### config.mk
export PLATFORM = sky130hd
export DESIGN_NAME = gen_reg_file
export DESIGN_NICKNAME = d
export VERILOG_FILES = /design/src/rtl/gen_rf_pkg.sv /design/src/rtl/gen_rf_cell.sv /design/src/rtl/gen_reg_file.sv
export SDC_FILE = /design/constraint.sdc
export NUM_CORES = 1
export LEC_CHECK = 0
export ABC_AREA = 1
export CAP_MARGIN = 20
export CORE_MARGIN = 2
export CORE_UTILIZATION = 38
export CTS_BUF_LIST = sky130_fd_sc_hd__clkbuf_16
export CTS_CLUSTER_SIZE = 28
export DETAILED_ROUTE_END_ITERATION = 10
export DONT_BUFFER_PORTS = 1
export GPL_TIMING_DRIVEN = 0
export PLACE_DENSITY = 0.52
export SLEW_MARGIN = 15
export SYNTH_ARGS = -nofsm -noshare
export SYNTH_HDL_FRONTEND = slang
export SYNTH_SLANG_ARGS = --single-unit
### constraint.sdc
create_clock -name clk -period 5.5 [get_ports clk]
set_input_delay 1.1 -clock clk [delete_from_list [all_inputs] [get_ports clk]]
set_output_delay 1.1 -clock clk [all_outputs]
set_load 0.05 [all_outputs]
### src/rtl/gen_rf_pkg.sv
// gen_rf_pkg
// Shared definitions for the general-purpose register file.
// Holds the fun_sel operation encodings and the 2-bit operation type
// used by gen_reg_file and gen_rf_cell.
//
// Optional feature macro: GEN_RF_SAT_EN (consumed by gen_rf_cell).
package gen_rf_pkg;

    typedef logic [1:0] fun_t;

    localparam fun_t FUN_CLR = 2'b00;
    localparam fun_t FUN_LD  = 2'b01;
    localparam fun_t FUN_DEC = 2'b10;
    localparam fun_t FUN_INC = 2'b11;

endpackage

### src/rtl/gen_rf_cell.sv
// gen_rf_cell
// One register of the register file together with its sticky
// wrap/saturation flag.
//
// Ports:
//   clk     in   1      rising-edge clock
//   rst     in   1      synchronous active-high reset (clears value and flag)
//   sel     in   1      apply fun to this register in this cycle
//   fun     in   2      00 clear, 01 load, 10 decrement, 11 increment
//   i_data  in   WIDTH  load data
//   value   out  WIDTH  current register content
//   flag    out  1      sticky wrap (or saturation) flag
//
// Build option: define GEN_RF_SAT_EN to make increment/decrement saturate
// at all-ones/zero instead of wrapping modulo 2^WIDTH. The flag is raised
// on the boundary event in both builds.
module gen_rf_cell
    import gen_rf_pkg::*;
#(
    parameter int WIDTH = 8
) (
    input  logic             clk,
    input  logic             rst,
    input  logic             sel,
    input  logic [1:0]       fun,
    input  logic [WIDTH-1:0] i_data,
    output logic [WIDTH-1:0] value,
    output logic             flag
);

    localparam logic [WIDTH-1:0] ONE = {{(WIDTH-1){1'b0}}, 1'b1};

    logic at_max;
    logic at_min;

    // Boundary detection: incrementing all-ones or decrementing zero is the
    // wrap (or saturation) event that raises the flag.
    assign at_max = &value;
    assign at_min = ~|value;

    // Register and flag update. Reset wins over any selected operation.
    // Clear and load restart the flag; inc/dec only ever set it, so a flag
    // stays raised across later non-wrapping counts until cleared or loaded.
    always_ff @(posedge clk) begin
        if (rst) begin
            value <= '0;
            flag  <= 1'b0;
        end else if (sel) begin
            case (fun)
                FUN_CLR: begin
                    value <= '0;
                    flag  <= 1'b0;
                end
                FUN_LD: begin
                    value <= i_data;
                    flag  <= 1'b0;
                end
                FUN_DEC: begin
                    if (at_min) begin
                        flag <= 1'b1;
                    end
`ifdef GEN_RF_SAT_EN
                    if (!at_min) begin
                        value <= value - ONE;
                    end
`else
                    value <= value - ONE;
`endif
                end
                FUN_INC: begin
                    if (at_max) begin
                        flag <= 1'b1;
                    end
`ifdef GEN_RF_SAT_EN
                    if (!at_max) begin
                        value <= value + ONE;
                    end
`else
                    value <= value + ONE;
`endif
                end
                default: begin
                    value <= value;
                    flag  <= flag;
                end
            endcase
        end
    end

endmodule

### src/rtl/gen_reg_file.sv
// gen_reg_file
// Parametrised general-purpose register file of the ALU datapath:
// NREG registers of WIDTH bits, each independently cleared, loaded,
// decremented or incremented when its reg_sel bit is set. Two registered
// read ports return the content a register held before the current edge.
//
// Ports:
//   clk         in   1      rising-edge clock
//   rst         in   1      synchronous active-high reset
//   i_data      in   WIDTH  load data (from MuxA)
//   fun_sel     in   2      00 clear, 01 load, 10 decrement, 11 increment
//   reg_sel     in   NREG   bit k applies fun_sel to register k
//   o1_sel      in   SELW   read port 1 register index
//   o2_sel      in   SELW   read port 2 register index
//   o1          out  WIDTH  registered read port 1
//   o2          out  WIDTH  registered read port 2
//   wrap_flags  out  NREG   sticky per-register wrap/saturation flags
//   any_wrap    out  1      OR of wrap_flags
//
// Build option: GEN_RF_SAT_EN selects saturating inc/dec (see gen_rf_cell).
module gen_reg_file
    import gen_rf_pkg::*;
#(
    parameter int WIDTH = 8,
    parameter int NREG  = 8,
    parameter int SELW  = $clog2(NREG)
) (
    input  logic             clk,
    input  logic             rst,
    input  logic [WIDTH-1:0] i_data,
    input  logic [1:0]       fun_sel,
    input  logic [NREG-1:0]  reg_sel,
    input  logic [SELW-1:0]  o1_sel,
    input  logic [SELW-1:0]  o2_sel,
    output logic [WIDTH-1:0] o1,
    output logic [WIDTH-1:0] o2,
    output logic [NREG-1:0]  wrap_flags,
    output logic             any_wrap
);

    localparam int NSLOT = 2 ** SELW;

    logic [WIDTH-1:0] regs     [NREG];
    logic [WIDTH-1:0] read_tbl [NSLOT];

    genvar k;

    // One cell per register; every cell sees the same operation and data,
    // and its own select bit decides whether it acts this edge.
    generate
        for (k = 0; k < NREG; k++) begin : g_cell
            gen_rf_cell #(
                .WIDTH (WIDTH)
            ) u_cell (
                .clk    (clk),
                .rst    (rst),
                .sel    (reg_sel[k]),
                .fun    (fun_sel),
                .i_data (i_data),
                .value  (regs[k]),
                .flag   (wrap_flags[k])
            );
        end
    endgenerate

    // The read table covers every encodable select value so the muxes never
    // index past the register array; indices beyond NREG read as zero.
    generate
        for (k = 0; k < NSLOT; k++) begin : g_tbl
            if (k < NREG) begin : g_real
                assign read_tbl[k] = regs[k];
            end else begin : g_pad
                assign read_tbl[k] = '0;
            end
        end
    endgenerate

    // Output registers sample the register contents before this edge's
    // update, giving a one-edge read latency after any write.
    always_ff @(posedge clk) begin
        if (rst) begin
            o1 <= '0;
            o2 <= '0;
        end else begin
            o1 <= read_tbl[o1_sel];
            o2 <= read_tbl[o2_sel];
        end
    end

    assign any_wrap = |wrap_flags;

endmodule

* Word level (Yosys, flattened, before mapping)
Cells that the tools add are included.
Word-level totals: register bits after elaboration 88, bits in latches 0, RAM bits 0, ROM bits 0, input port bits 26, output and inout port bits 25, logic and storage cells 122, memories kept 0
Operators by class: $add $sub $neg 16, multipliers 0, div/mod/pow operators 0, order comparisons 2, equality and inequality tests 19, shifts and indexed selects 0, multiplexer cells 38, bitwise operators 2, reduce and logical (&&, ||, !) cells 27
Operators with widths (number):
- 8-bit one-hot mux with 4 select lines | 8
- 8-bit OR reduction | 9
- 8-bit by 1-bit adder with 8-bit output (second input constant) | 8
- 8-bit AND reduction | 8
- 8-bit by 1-bit subtractor with 8-bit output (second input constant) | 8
- 8-bit binary-select mux with 3-bit select | 2
- 8-bit two-way mux | 4
- 1-bit one-hot mux with 3 select lines | 8
- 3-bit AND reduction | 8
- 1-bit two-way mux | 16
- 2-bit by 1-bit != test with 1-bit output (second input constant) | 8
- 2-bit != test (second input constant) | 8
- 4-bit >= comparator (second input constant) | 2
- 3-bit inverter with 4-bit output | 2
- 2-bit equality test (second input constant) | 2
- 2-bit by 1-bit equality test with 1-bit output (second input constant) | 1
- 2-bit logical NOT | 1
- 2-bit OR reduction | 1

* Longest topological paths before layout
Gate-level depths: netlist (run 1).
depth in word-level cells 4, mapped depth 13, gate-level depth less buffers 12

* Cells and area by module
A second synthesis (run 1) with hierarchy kept.
Unflattened totals: cell total of the unflattened synthesis 1432, area total of the unflattened synthesis 8972.4 um2
Modules (own cells, without submodules):
- gen_rf_cell (g_cell[3].u_cell ...) | instances 4, cells an instance 131, area each 880.8 um2, sequential area each 180.2 um2
- gen_reg_file | instances 1, cells an instance 385, area each 1934.4 um2, sequential area each 320.3 um2
- gen_rf_cell (g_cell[1].u_cell ...) | instances 2, cells an instance 131, area each 884.6 um2, sequential area each 180.2 um2
- gen_rf_cell (g_cell[0].u_cell) | instances 1, cells an instance 131, area each 873.3 um2, sequential area each 180.2 um2
- gen_rf_cell (g_cell[7].u_cell) | instances 1, cells an instance 130, area each 872.1 um2, sequential area each 180.2 um2

* Least setup slack after synthesis (run 1)
Ideal clock, no wire load.
kind input port to flip-flop, start in fun_sel[1], end reg g_cell[7].u_cell.value[6], library setup time 115 ps, data arrival time 2809 ps, required time 5385 ps, setup slack 2577 ps, cell stages on the path 13, path buffers 1, cell sequence clkbuf_8 > nand2_8 > inv_1 > fa_1 > inv_1 > nand3_1 > nand2_1 > nand3_1 > nand2_1 > nand2_1 > nand2_1 > nor2_1 > o21a_1
On the way: longest elaborated chain between the ends 2
Ends and longest elaborated chain:
- from (decl) | line gen_reg_file.sv:31 | input logic [1:0] fun_sel,
- 2-bit equality test (tied with other cells) | line gen_rf_cell.sv:49 | case (fun)
- 8-bit one-hot mux with 4 select lines (*) | line gen_rf_cell.sv:49
- to (signal assigned) | line gen_rf_cell.sv:55 | value <= i_data;
- to (signal assigned) | line gen_rf_cell.sv:67 | value <= value - ONE;
- to (signal assigned) | line gen_rf_cell.sv:79 | value <= value + ONE;
- to (decl) | line gen_rf_cell.sv:27 | output logic [WIDTH-1:0] value,
Mark *: on every way between the ends. The rest lies on a longest branch, timed or not. A chain may end at the register's enable or synchronous reset.

* Worst setup path after layout (run 1)
start in fun_sel[0], end reg g_cell[5].u_cell.value[6]
On the way: longest elaborated chain between the ends 2
Ends and longest elaborated chain (line):
- 2-bit equality test (tied with other cells) | gen_rf_cell.sv:49
- 8-bit one-hot mux with 4 select lines (*) | gen_rf_cell.sv:49
- to (signal assigned) | gen_rf_cell.sv:55
- to (signal assigned) | gen_rf_cell.sv:67
- to (signal assigned) | gen_rf_cell.sv:79
- to (decl) | gen_rf_cell.sv:27
Marked as above.

==> metrics.txt, run 1 <==
run status finished, final reports clean; startpoint types input pin; nets 1144; syn nets between 1000 and 1500; R2R cell count 8; compound-gate portion of the synthesized area just over 30%; endpoints failing setup 0; Final HPWL DP 19000 um; multiplexer share of the synthesized area 0%; fillcell total about 1900; FF+latch count, synth ~90; worst min-delay path endpoint g_cell[5].u_cell.value[7]$_SDFFE_PP0P_; total vias in the final route about 7400; register area share after synthesis roughly 25%; die area 19700 um^2; Worst VDD drop between 0.15 and 0.2 mV; Max Freq around 0.32 GHz; worst-path maximum fanout 57; post-placement setup slack a little under 2000 ps; via/cell ratio approximately 5.7; die height roughly 140 um; Post-synth ARST share 0%; wire per inst around 20 um; FF-to-FF End g_cell[5].u_cell.value[6]$_SDFFE_PP0P_; global-route usage over all layers 27.0%; core box area 18100 um^2; worst path arrival time about 3400 ps; setup TNS 0 ps; CP endpoint kind flip-flop; WS Path Type input pin to flip-flop; synthesized area between 7000 and 8000 um^2; max-cap violations 0; vias in the first global route 6673; Worst setup startpoint fun_sel[0]; Iteration-0 DRC Markers 845; Mean Syn Cell Area ~6.7 um^2; HP Class flip-flop to flip-flop; drt drc 0; Post-CTS Hold Fix Bufs 0; Layout Skew ~8.6 ps; Leakage between 0.003 and 0.004 uW; HP Start g_cell[5].u_cell.value[7]$_SDFFE_PP0P_; P per Cell Area roughly 280 nW/um^2; main combinational cell family by area after synthesis compound AO/OA/AOI/OAI gates; Ports between 50 and 60; port bufs 0; Tmin final around 3200 ps; first-pass GRT wire length between 40000 and 50000 um; final worst slack approximately 2300 ps; Slew headroom between 30 and 40%; adder-cell share of the synthesized area 10.8%; PostCTS Resize Cnt 0; CTS tree yes; diodes inserted 0; Synth Flop Type dfxtp_1; share of post-route cells with drive strength above 1 ~6.0%; DP Cell Count between 1000 and 1500; First-pass DRT Iterations 6; Yosys Warn Count 0; unrepaired setup endpoints after global routing no; Slew Viols, Final 0; Pwr Total 2110 uW; Area growth syn-to-layout 8.50%; largest net degree at the start of global routing a little under 60; ANT nets after route 0; multi-input combinational cell area about 4500 um^2; xor/xnor share of the synthesized area under 10%; die width roughly 140 um; flop2flop setup slack between 3000 and 4000 ps; flip-flop and latch area about 1800 um^2; clock buffer depth 2; post-synthesis simple-gate area fraction 20.5%; Clk Latency, worst-skew pair about 360 ps; final hold violations 0; std cell rows 49; post-synthesis instance total between 1000 and 1500; H-tree depth 3; grt total ovfl 0; WHS Path Cells 2; Crit Reg-Reg Startpoint g_cell[5].u_cell.value[0]$_SDFFE_PP0P_; Critical Path RT approximately 5800 ps; postcts setup bufs 0; gpl congestion between 0.9 and 1; CTS clk-pin slew, worst paths about 70 ps; clock sinks just under 90; EDFF count, synth 0; Hold Slack 484 ps; drt total wl about 26000 um; Starting Density between 30% and 40%; antenna violations before repair 0; fin cells about 1300; Synth cell types 37; CTS Root Cell clkbuf_16; final period utilization slightly below 60%; worst-margin pin slew roughly 970 ps; cts bufs inserted 9
## cells in the mapped netlist (8+ instances only)
master	instances	area, um^2
o21ai_0	170	851
nand2_1	154	578
a21oi_1	144	721
inv_1	120	450
dfxtp_1	88	1760
nor2_1	63	236
nand3_1	61	305
ha_1	48	601
a31oi_1	32	200
nand4_1	26	163
clkbuf_1	19	71.3
a221oi_1	14	123
buf_2	14	70.1
a311oi_1	12	105
a21o_1	10	75.1
buf_4	10	75.1
fa_1	8	160
nand2_4	8	90.1
## power by group
| group | switching, uW | internal [uW] |
|---|---|---|
| sequential | 107 | 691 |
| clock | 287 | 395 |
| combinational | 407 | 222 |
| total | 801 | 1310 |
## routing by layer
| layer | share of wire (%) | global-route usage, % | up-vias |
|---|---|---|---|
| met3 | 6.2 | 4.24 | 35 |
| met1 | 47 | 38.2 | 3414 |
| met2 | 44 | 42.4 | 248 |
| li1 | - | - | 3694 |
| met4 | 2.6 | 8.40 | 0 |
| met5 | 0 | 0 | - |
## cells in the final DEF (no fill, tap or decap), drive strengths merged, types with 14 or more instances in the layout
| cell type | Yosys | layout |
|---|---|---|
| a21oi | 144 | 144 |
| a221oi | 14 | 14 |
| a31oi | 32 | 32 |
| buf | 29 | 29 |
| clkbuf | 22 | 31 |
| dfxtp | 88 | 88 |
| ha | 48 | 48 |
| inv | 126 | 127 |
| nand2 | 163 | 163 |
| nand3 | 61 | 61 |
| nand4 | 26 | 26 |
| nor2 | 64 | 64 |
| o21ai | 175 | 175 |
## critical path, stage by stage
cell and delay [ps]:
buf_6 140, nand2_8 360, inv_1 450, fa_1 570, o21ai_0 350, nand2_1 90, nand2_1 90, a21oi_1 60
o21ai_0 100, a21oi_1 80
## worst max-delay path by stage
stage,endpoint,slack [ps],cells past startpoint
6_report,g_cell[5].u_cell.value[6]$_SDFFE_PP0P_,2330,10
3_3_place_gp,g_cell[5].u_cell.value[6]$_SDFFE_PP0P_,1940,10
2_1_floorplan,g_cell[7].u_cell.value[6]$_SDFFE_PP0P_,2580,13
5_1_grt,g_cell[5].u_cell.value[6]$_SDFFE_PP0P_,2150,10
4_1_cts,g_cell[5].u_cell.value[6]$_SDFFE_PP0P_,2330,10
3_5_place_dp,g_cell[5].u_cell.value[6]$_SDFFE_PP0P_,1960,10
## per-stage QoR
step	instance area (um^2)	util (%)
4_1_cts	7650	42.3
5_1_grt	7650	42.3
3_3_place_gp	7340	40.6
2_1_floorplan	7050	-
6_report	7650	42.3
3_5_place_dp	7340	40.6
## flip-flops by register name (all words and copies together), names as in the netlist
signal               flops
g_cell.u_cell.value     64
o2                       8
g_cell.u_cell.flag       8
o1                       8
## cells by family after synthesis
kind of cell	count (synthesis)
compound gates	400
xor+xnor	9
fa+ha+maj	56
buf+inv	179
flops	88
simple gates	319
## final cells by class
cell class / count / area share, %
clock inverters: 7 / 1.14
well taps: 229 / 3.74
clock buffers: 9 / 2.94
flip-flops and latches: 88 / 23.0
plain buffers: 53 / 4.33
multi-input cells: 784 / 58.6
inverters: 126 / 6.25
(Power assumes the default switching activity.)
==> run 2: changes to the inputs <==
- PLACE_DENSITY: 0.52 -> 0.54
- clock period: 5.5 -> 2.75 ns (I/O delays scaled with it)
==> metrics.txt, run 2 (synthesis results as in run 1) <==
setup TNS 0 ps; die width 140 um; CP endpoint kind flip-flop; Tmin final roughly 2400 ps; First-pass DRT Iterations 5; total vias in the final route around 7400; gpl congestion around 0.9; CP max stage cell fa_1; drt drc 0; endpoints failing setup 0; share of post-route cells with drive strength above 1 about 6.4%; clock sinks 88; via/cell ratio about 5.7; H-tree depth 3; final worst slack between 300 and 400 ps; Net Sw Power about 1600 uW; CTS clk-pin slew, worst paths about 70 ps; Slew Viols, Final 0; max reg flops 64; Critical Path RT approximately 3000 ps; largest net degree at the start of global routing 58; multi-input combinational cell area about 4500 um^2; flip-flop and latch area 1760 um^2; clock buffer depth 2; fillcell total around 1900; Worst VDD drop 0.284 mV; cts bufs inserted 9; CTS tree yes; combinational power share a little under a third; vias in the first global route a little under 7000; startpoint types input pin; Largest Register g_cell.u_cell.value; Post-CTS Hold Fix Bufs 0; worst-path maximum fanout 57; first-pass GRT wire length 40400 um; WS Path Type input pin to flip-flop; worst path arrival time 2630 ps; wire per inst 20.0 um; antenna violations before repair 0; ANT nets after route 0; Layout Skew 5.70 ps; crit-path leading delay family compound AO/OA/AOI/OAI gates; crit-path max cell delay 440 ps; grt total ovfl 0; nets ~1100; Leakage about 0.0034 uW; Ports 51; commonest cells after routing, fill and taps aside o21ai_0 (170), nand2_1 (154), a21oi_1 (144); Sw Share approximately two fifths; sequential power share approximately two fifths; Starting Density between 30% and 40%; Final HPWL DP approximately 19000 um; Power Internal ~2600 uW; run status finished, final reports clean; worst-margin pin slew 916 ps; CTS Root Cell clkbuf_16; P per Cell Area between 500 and 600 nW/um^2; Area growth syn-to-layout 8.73%; Max Freq 0.421 GHz; die area a little under 20000 um^2; Clk Latency, worst-skew pair around 360 ps; Pwr Total ~4200 uW; diodes inserted 0; final period utilization 86.4%; core box area between 15000 and 20000 um^2; drt total wl roughly 26000 um; global-route usage over all layers 26.8%; HP Class input pin to flip-flop; std cell rows 49; port bufs 0; critical-path cell list buf_6 > nand2_8 > clkinvlp_4 > buf_4 > fa_1 > o21ai_0 > nand2_1 > nand2_1 > a21oi_1 > o21ai_0 > a21oi_1; Slew headroom about two fifths; post-placement setup slack -184 ps; unrepaired setup endpoints after global routing no; buffers and inverters on the worst path 3; commonest non-fill, non-tap cell in the layout o21ai_0; max-cap violations 0; die height roughly 140 um; Iteration-0 DRC Markers 690; final hold violations 0; clock power share around a third
[run 2: final timing paths]
kind | startpoint | to | slack [ps] | depth (start not counted)
min reg2reg | g_cell[5].u_cell.value[7]$_SDFFE_PP0P_ | g_cell[5].u_cell.value[7]$_SDFFE_PP0P_ | 490 | 2
max | fun_sel[0] | g_cell[5].u_cell.value[6]$_SDFFE_PP0P_ | 370 | 11
max reg2reg | g_cell[0].u_cell.value[0]$_SDFFE_PP0P_ | g_cell[0].u_cell.value[6]$_SDFFE_PP0P_ | 840 | 10
min | reg_sel[0] | g_cell[0].u_cell.value[7]$_SDFFE_PP0P_ | 380 | 3
[run 2: layout make-up]
| type | instances | share of cell area [%] |
|---|---|---|
| inverter | 126 | 6.28 |
| multi-input combinational | 784 | 58.4 |
| clock inverter | 7 | 1.11 |
| tap | 229 | 3.74 |
| timing repair buffer | 2 | 0.196 |
| clock buffer | 9 | 2.94 |
| sequential | 88 | 23.0 |
| buffer | 53 | 4.32 |
[run 2: per-layer routing]
| metal | vias to the layer above | part of all wire, % | GRT usage, % |
|---|---|---|---|
| li1 | 3703 | - | - |
| met1 | 3466 | 47 | 38.3 |
| met2 | 246 | 44 | 40.9 |
| met3 | 33 | 6.9 | 4.85 |
| met4 | 0 | 2.7 | 8.61 |
| met5 | - | 0 | 0 |
[run 2: stage by stage]
stage	area, um^2	std cells	hold WS, ps	util [%]
2_1_floorplan	7050	1051	449	-
3_3_place_gp	7340	1280	472	40.6
3_5_place_dp	7340	1280	480	40.6
4_1_cts	7650	1296	366	42.3
5_1_grt	7670	1298	385	42.4
6_report	7670	1298	375	42.4
[run 2: what timing repair did]
| item | CTS | global route |
|---|---|---|
| setup endpoints to repair | 0 | 3 |
| resized for setup | 0 | 1 |
| hold endpoints to repair | 0 | 0 |
| buffers inserted | 0 | 2 |
[run 2: power groups by stage]
| stage | Sequential (uW) | Combinational, uW | Clock, uW |
|---|---|---|---|
| after CTS | 1590 | 1240 | 1350 |
| after detailed placement | 1620 | 1230 | 0 |
| after global placement | 1620 | 1220 | 0 |
| after global routing | 1610 | 1430 | 1390 |
| final | 1600 | 1250 | 1330 |
| after floorplan | 1560 | 964 | 0 |
[run 2: worst min-delay path: stages]
cell     delay [ps]
nand2_1          30
inv_1            50
a21oi_1          50
